===== config.mk =====
export PLATFORM = sky130hd
export DESIGN_NAME = shift_check_flat
export DESIGN_NICKNAME = d
export VERILOG_FILES = /design/src/rtl/shift_check_if.sv /design/src/rtl/shift_check.sv /design/src/flat_wrapper.sv
export SDC_FILE = /design/constraint.sdc
export NUM_CORES = 1
export LEC_CHECK = 0
export ABC_AREA = 1
export CORE_MARGIN = 3
export CORE_UTILIZATION = 54
export DETAILED_ROUTE_END_ITERATION = 7
export PLACE_DENSITY = 0.87
export SETUP_SLACK_MARGIN = 0.02
export SLEW_MARGIN = 20
export SYNTH_ARGS = -nofsm -noshare
export SYNTH_HDL_FRONTEND = slang
export SYNTH_SLANG_ARGS = --single-unit

===== constraint.sdc =====
create_clock -name clk -period 8.91 [get_ports clk]
set_input_delay 1.3365 -clock clk [delete_from_list [all_inputs] [get_ports clk]]
set_output_delay 1.3365 -clock clk [all_outputs]
set_load 0.02 [all_outputs]

===== src/rtl/shift_check_if.sv =====
// rtl/shift_check_if.sv - stimulus/response bundle between a shifter driver and shift_check
interface shift_check_if #(
  parameter int WIDTH = 32,
  parameter int CNT_W = 16
);
  localparam int SA_W = $clog2(WIDTH);

  logic             start;
  logic [WIDTH-1:0] data;
  logic [SA_W-1:0]  shift_amount;
  logic             right;
  logic             arithmetic;
  logic [WIDTH-1:0] sh_dut;
  logic             busy;
  logic             done;
  logic             pass;
  logic             fail;
  logic [WIDTH-1:0] expected;
  logic [CNT_W-1:0] check_count;
  logic [CNT_W-1:0] err_count;

  modport master (
    output start, data, shift_amount, right, arithmetic, sh_dut,
    input  busy, done, pass, fail, expected, check_count, err_count
  );

  modport slave (
    input  start, data, shift_amount, right, arithmetic, sh_dut,
    output busy, done, pass, fail, expected, check_count, err_count
  );
endinterface


===== src/rtl/shift_check.sv =====
// rtl/shift_check.sv - iterative reference checker for the barrel shifter result
module shift_check #(
  parameter int WIDTH = 32,
  parameter int CNT_W = 16
) (
  input logic        clk,
  input logic        rst,
  shift_check_if.slave bus
);
  localparam int SA_W = $clog2(WIDTH);

  typedef enum logic [1:0] {IDLE, SHIFT, CMP} state_t;

  state_t           state;
  logic [SA_W-1:0]  cnt;
  logic             right_q;
  logic             fill_q;
  logic [WIDTH-1:0] sh_q;
  logic             mismatch;

  assign mismatch = (bus.expected != sh_q);

  always_ff @(posedge clk or posedge rst) begin
    if (rst) begin
      state           <= IDLE;
      cnt             <= '0;
      right_q         <= 1'b0;
      fill_q          <= 1'b0;
      sh_q            <= '0;
      bus.busy        <= 1'b0;
      bus.done        <= 1'b0;
      bus.pass        <= 1'b0;
      bus.fail        <= 1'b0;
      bus.expected    <= '0;
      bus.check_count <= '0;
      bus.err_count   <= '0;
    end else begin
      case (state)
        IDLE: begin
          bus.done <= 1'b0;
          if (bus.start) begin
            bus.expected <= bus.data;
            cnt          <= bus.shift_amount;
            right_q      <= bus.right;
            // Sign fill only applies to arithmetic right shifts.
            fill_q       <= bus.arithmetic & bus.right & bus.data[WIDTH-1];
            sh_q         <= bus.sh_dut;
            bus.busy     <= 1'b1;
            state        <= (bus.shift_amount != '0) ? SHIFT : CMP;
          end
        end
        SHIFT: begin
          if (right_q)
            bus.expected <= {fill_q, bus.expected[WIDTH-1:1]};
          else
            bus.expected <= {bus.expected[WIDTH-2:0], 1'b0};
          cnt <= cnt - SA_W'(1);
          if (cnt == SA_W'(1))
            state <= CMP;
        end
        CMP: begin
          bus.pass <= !mismatch;
          bus.fail <= mismatch;
          bus.done <= 1'b1;
          bus.busy <= 1'b0;
          // Counters saturate at all-ones rather than wrapping.
          if (bus.check_count != '1)
            bus.check_count <= bus.check_count + CNT_W'(1);
          if (mismatch && (bus.err_count != '1))
            bus.err_count <= bus.err_count + CNT_W'(1);
          state <= IDLE;
        end
        default: begin
          state    <= IDLE;
          bus.busy <= 1'b0;
        end
      endcase
    end
  end
endmodule


===== src/flat_wrapper.sv =====
// flat-port wrapper written by rule: the top's interface ports become plain ports
module shift_check_flat 
#(
  parameter int WIDTH = 32,
  parameter int CNT_W = 16
)
  (clk, rst, bus_start, bus_data, bus_shift_amount, bus_right, bus_arithmetic, bus_sh_dut, bus_busy, bus_done, bus_pass, bus_fail, bus_expected, bus_check_count, bus_err_count);
  shift_check_if #(.WIDTH(WIDTH), .CNT_W(CNT_W)) bus_i ();
  input logic clk;
  input logic rst;
  input wire logic [$bits(bus_i.start)-1:0] bus_start;
  input wire logic [$bits(bus_i.data)-1:0] bus_data;
  input wire logic [$bits(bus_i.shift_amount)-1:0] bus_shift_amount;
  input wire logic [$bits(bus_i.right)-1:0] bus_right;
  input wire logic [$bits(bus_i.arithmetic)-1:0] bus_arithmetic;
  input wire logic [$bits(bus_i.sh_dut)-1:0] bus_sh_dut;
  output wire logic [$bits(bus_i.busy)-1:0] bus_busy;
  output wire logic [$bits(bus_i.done)-1:0] bus_done;
  output wire logic [$bits(bus_i.pass)-1:0] bus_pass;
  output wire logic [$bits(bus_i.fail)-1:0] bus_fail;
  output wire logic [$bits(bus_i.expected)-1:0] bus_expected;
  output wire logic [$bits(bus_i.check_count)-1:0] bus_check_count;
  output wire logic [$bits(bus_i.err_count)-1:0] bus_err_count;
  assign bus_i.start = bus_start;
  assign bus_i.data = bus_data;
  assign bus_i.shift_amount = bus_shift_amount;
  assign bus_i.right = bus_right;
  assign bus_i.arithmetic = bus_arithmetic;
  assign bus_i.sh_dut = bus_sh_dut;
  assign bus_busy = bus_i.busy;
  assign bus_done = bus_i.done;
  assign bus_pass = bus_i.pass;
  assign bus_fail = bus_i.fail;
  assign bus_expected = bus_i.expected;
  assign bus_check_count = bus_i.check_count;
  assign bus_err_count = bus_i.err_count;
  shift_check #(.WIDTH(WIDTH), .CNT_W(CNT_W)) u_core (.clk(clk), .rst(rst), .bus(bus_i));
endmodule

==> impl_metrics.env <==
export IMPL_drv_slew=0
export IMPL_viasPerCell=5.55
export IMPL_grt_ovfl_total=0
export IMPL_synth_warnings=0
export IMPL_tightest_slew_ns=1.10
export IMPL_synth_cell_type_count=34
export IMPL_ys_ff_latch=109
export IMPL_antenna_found_initial=0
export IMPL_dp_cells=987
export IMPL_drtPass1Iterations=6
export IMPL_ant_nets=0
export IMPL_top_layer="met4"
export IMPL_area_growth_pct=28.7
export IMPL_cap_violations=0
export IMPL_die_area_sq_mm=0.0119
export IMPL_finalCriticalPeriod_ns=3.89
export IMPL_rsz0062_at_grt="false"
export IMPL_syn_inst=742
export IMPL_cts_tree="built"
export IMPL_cts_root_buffer="clkbuf_8"
export IMPL_finalHoldViolations=0
export IMPL_finalWirelength_um=15300
export IMPL_final_cell_mix="nand2_1 (270), clkdlybuf4s50_1 (141), dfrtp_1 (109), a21oi_1 (63), o21ai_0 (55)"
export IMPL_timing_slew_headroom_pct=26.8
export IMPL_grt_pass1_wl_um=24900
export IMPL_layout_cells_non_filler=1003
export IMPL_layout_commonest_cell="nand2_1"
export IMPL_regArea_sq_mm=0.00273
export IMPL_power_density_mw_per_mm2=320
export IMPL_gp_congestion=0.906
export IMPL_peakVddDrop_mv=0.187
export IMPL_start_util_pct=55.6
export IMPL_multi_input_area_sq_mm=0.00272
export IMPL_fin_crit_sh_pct=43.6
export IMPL_numCtsBuffers=9
export IMPL_die_w_um=109
export IMPL_fp_dieH_um=109
export IMPL_holdWs_ns=0.496
export IMPL_ios=142
export IMPL_drc=0
export IMPL_hold_path_class="reg2reg"
export IMPL_criticalPathCategory="in2reg"
export IMPL_grt_max_degree=92
export IMPL_start_kind="input pin"
export IMPL_nets=940
export IMPL_dr_first_iter_drc_count=422
export IMPL_vias=5565
export IMPL_syn_nets=820
export IMPL_seq_area_frac_synth_pct=47.3
export IMPL_endpoint_kind="register"
export IMPL_cts_setup_buffers=0
export IMPL_cts_max_level=3
export IMPL_required_ns=9.17
export IMPL_status="completed"
export IMPL_portBuffers=141
export IMPL_cts_sinks=109
export IMPL_setup_viol_count_final=0
export IMPL_wl_met2_um=7880
export IMPL_rows=37
export IMPL_met3_length_um=1230
export IMPL_post_drt_wl_per_cell_um=15.3
export IMPL_crit_fanout=64
export IMPL_coreArea_sq_mm=0.0104
export IMPL_clock_skew_final_ns=0.0120
export IMPL_cts_hold_buffers=0
export IMPL_syn_area_sq_mm=0.00576
export IMPL_fin_tns_setup_ns=0
export IMPL_path_clk_slew_ns=0.11
export IMPL_fmax_mhz=257
export IMPL_final_fill_count=801
export IMPL_drive_gt1_share_pct=3.34
export IMPL_cts_resized=0
export IMPL_grt_pass1_vias=5361
export IMPL_met1_length_um=5990
export IMPL_crit_arrival_ns=4.14
export IMPL_dp_hpwl_um=10700
export IMPL_gr_usage_all_layers_pct=26.3
export IMPL_cts_path_max_buffers=2
export IMPL_diodes=0
export IMPL_power_leakage_nw=3.35
export IMPL_clock_latency_ns=0.38
export IMPL_syn_area_per_cell_sq_um=7.77
## per-stage QoR
step | utilization (%) | total power, mW | worst slack (ns) | cell area, sq um
floorplan | - | 1.64 | 4.70 | 5760
global placement | 69.5 | 2.00 | 4.75 | 7210
detailed placement | 69.5 | 2.06 | 4.63 | 7210
CTS | 71.5 | 2.38 | 5.01 | 7420
global route | 71.6 | 2.56 | 4.77 | 7420
finish | 71.6 | 2.38 | 5.02 | 7420
## sequential cells by signal (all words and copies together) (netlist names), 2 cells and up
register / flops
u_core.bus.expected: 32
u_core.sh_q: 32
u_core.bus.check_count: 16
u_core.bus.err_count: 16
u_core.cnt: 5
u_core.state: 2
## report_power, final
| group | leakage, nW | total (mW) | switching [mW] | internal, mW |
|---|---|---|---|---|
| sequential | 1.38 | 0.903 | 0.218 | 0.685 |
| combinational | 1.86 | 1.16 | 0.678 | 0.481 |
| clock | 0.106 | 0.316 | 0.181 | 0.135 |
## cell families (layout without fill, tap and decap cells)
family                   after synthesis  in the layout  synth area share [%]
adder cells (fa/ha/maj)                4              4                 0.868
flip-flops                           109            109                  47.3
AO/OA/AOI/OAI                        140            140                  12.7
XOR/XNOR                              50             50                  7.60
buffers and inverters                 80            205                  5.56
AND/OR/NAND/NOR                      359            359                  26.0
## final cells by class
cell class                      instances  share of cell area, %
Sequential cell                       109                   36.8
Multi-Input combinational cell        553                   36.6
Timing Repair Buffer                  142                   19.2
Inverter                               47                   2.41
Tap cell                              136                   2.29
Clock buffer                            9                   1.67
Clock inverter                          7                   1.10
## final timing paths
kind	startpoint	slack, ns	depth (start not counted)	endpoint
setup / recovery	bus_start	5.02	7	u_core.cnt[2]$_DFFE_PP0P_
hold / removal	u_core.bus.busy$_DFFE_PP0P_	0.50	2	u_core.bus.busy$_DFFE_PP0P_
setup reg to reg	u_core.state[0]$_DFFE_PP0P_	5.72	8	u_core.cnt[2]$_DFFE_PP0P_
hold reg to reg	u_core.bus.busy$_DFFE_PP0P_	0.50	2	u_core.bus.busy$_DFFE_PP0P_
max in group asynchronous	rst	6.63	3	u_core.sh_q[16]$_DFFE_PP0P_
min in group asynchronous	rst	1.22	2	u_core.bus.check_count[8]$_DFFE_PP0P_
## Yosys cell counts
library cell,instances,share of area [%]
xor2_1,14,2.1
nand2b_1,1,0.11
o21a_1,1,0.13
nor3b_1,1,0.13
nor2_1,35,2.3
nand3_1,18,1.6
xnor2_1,36,5.5
nor2_2,1,0.11
buf_2,10,0.87
nand2_2,1,0.11
o221ai_1,1,0.15
nor3_4,1,0.28
nand3_4,1,0.30
a21oi_1,63,5.5
nor3_1,7,0.61
nand2_1,270,18
ha_1,4,0.87
nand3b_1,2,0.26
o21ai_0,55,4.8
o21ai_1,9,0.78
o211ai_1,1,0.13
nor2_4,1,0.20
o21bai_1,1,0.13
inv_1,42,2.7
o22ai_1,1,0.11
nand4_1,19,2.1
nand4_4,1,0.37
inv_2,5,0.33
a211oi_1,7,0.91
a31oi_1,1,0.11
buf_6,1,0.20
clkbuf_1,21,1.4
buf_1,1,0.065
dfrtp_1,109,47
## worst max-delay path, cell delays in order
cell             delay (ns)
clkdlybuf4s50_1        0.40
nand2_1                0.77
nand2_1                0.45
inv_2                  0.81
o22ai_1                0.14
o21ai_0                0.12
o21ai_0                0.11
## layer usage
| layer | GRT usage, % | vias up |
|---|---|---|
| met5 | 0 | - |
| met4 | 8.37 | 0 |
| met3 | 4.23 | 23 |
| met2 | 46.4 | 252 |
| met1 | 33.0 | 2653 |
| li1 | - | 2637 |
No activity file was read; power rests on OpenSTA's default activity.
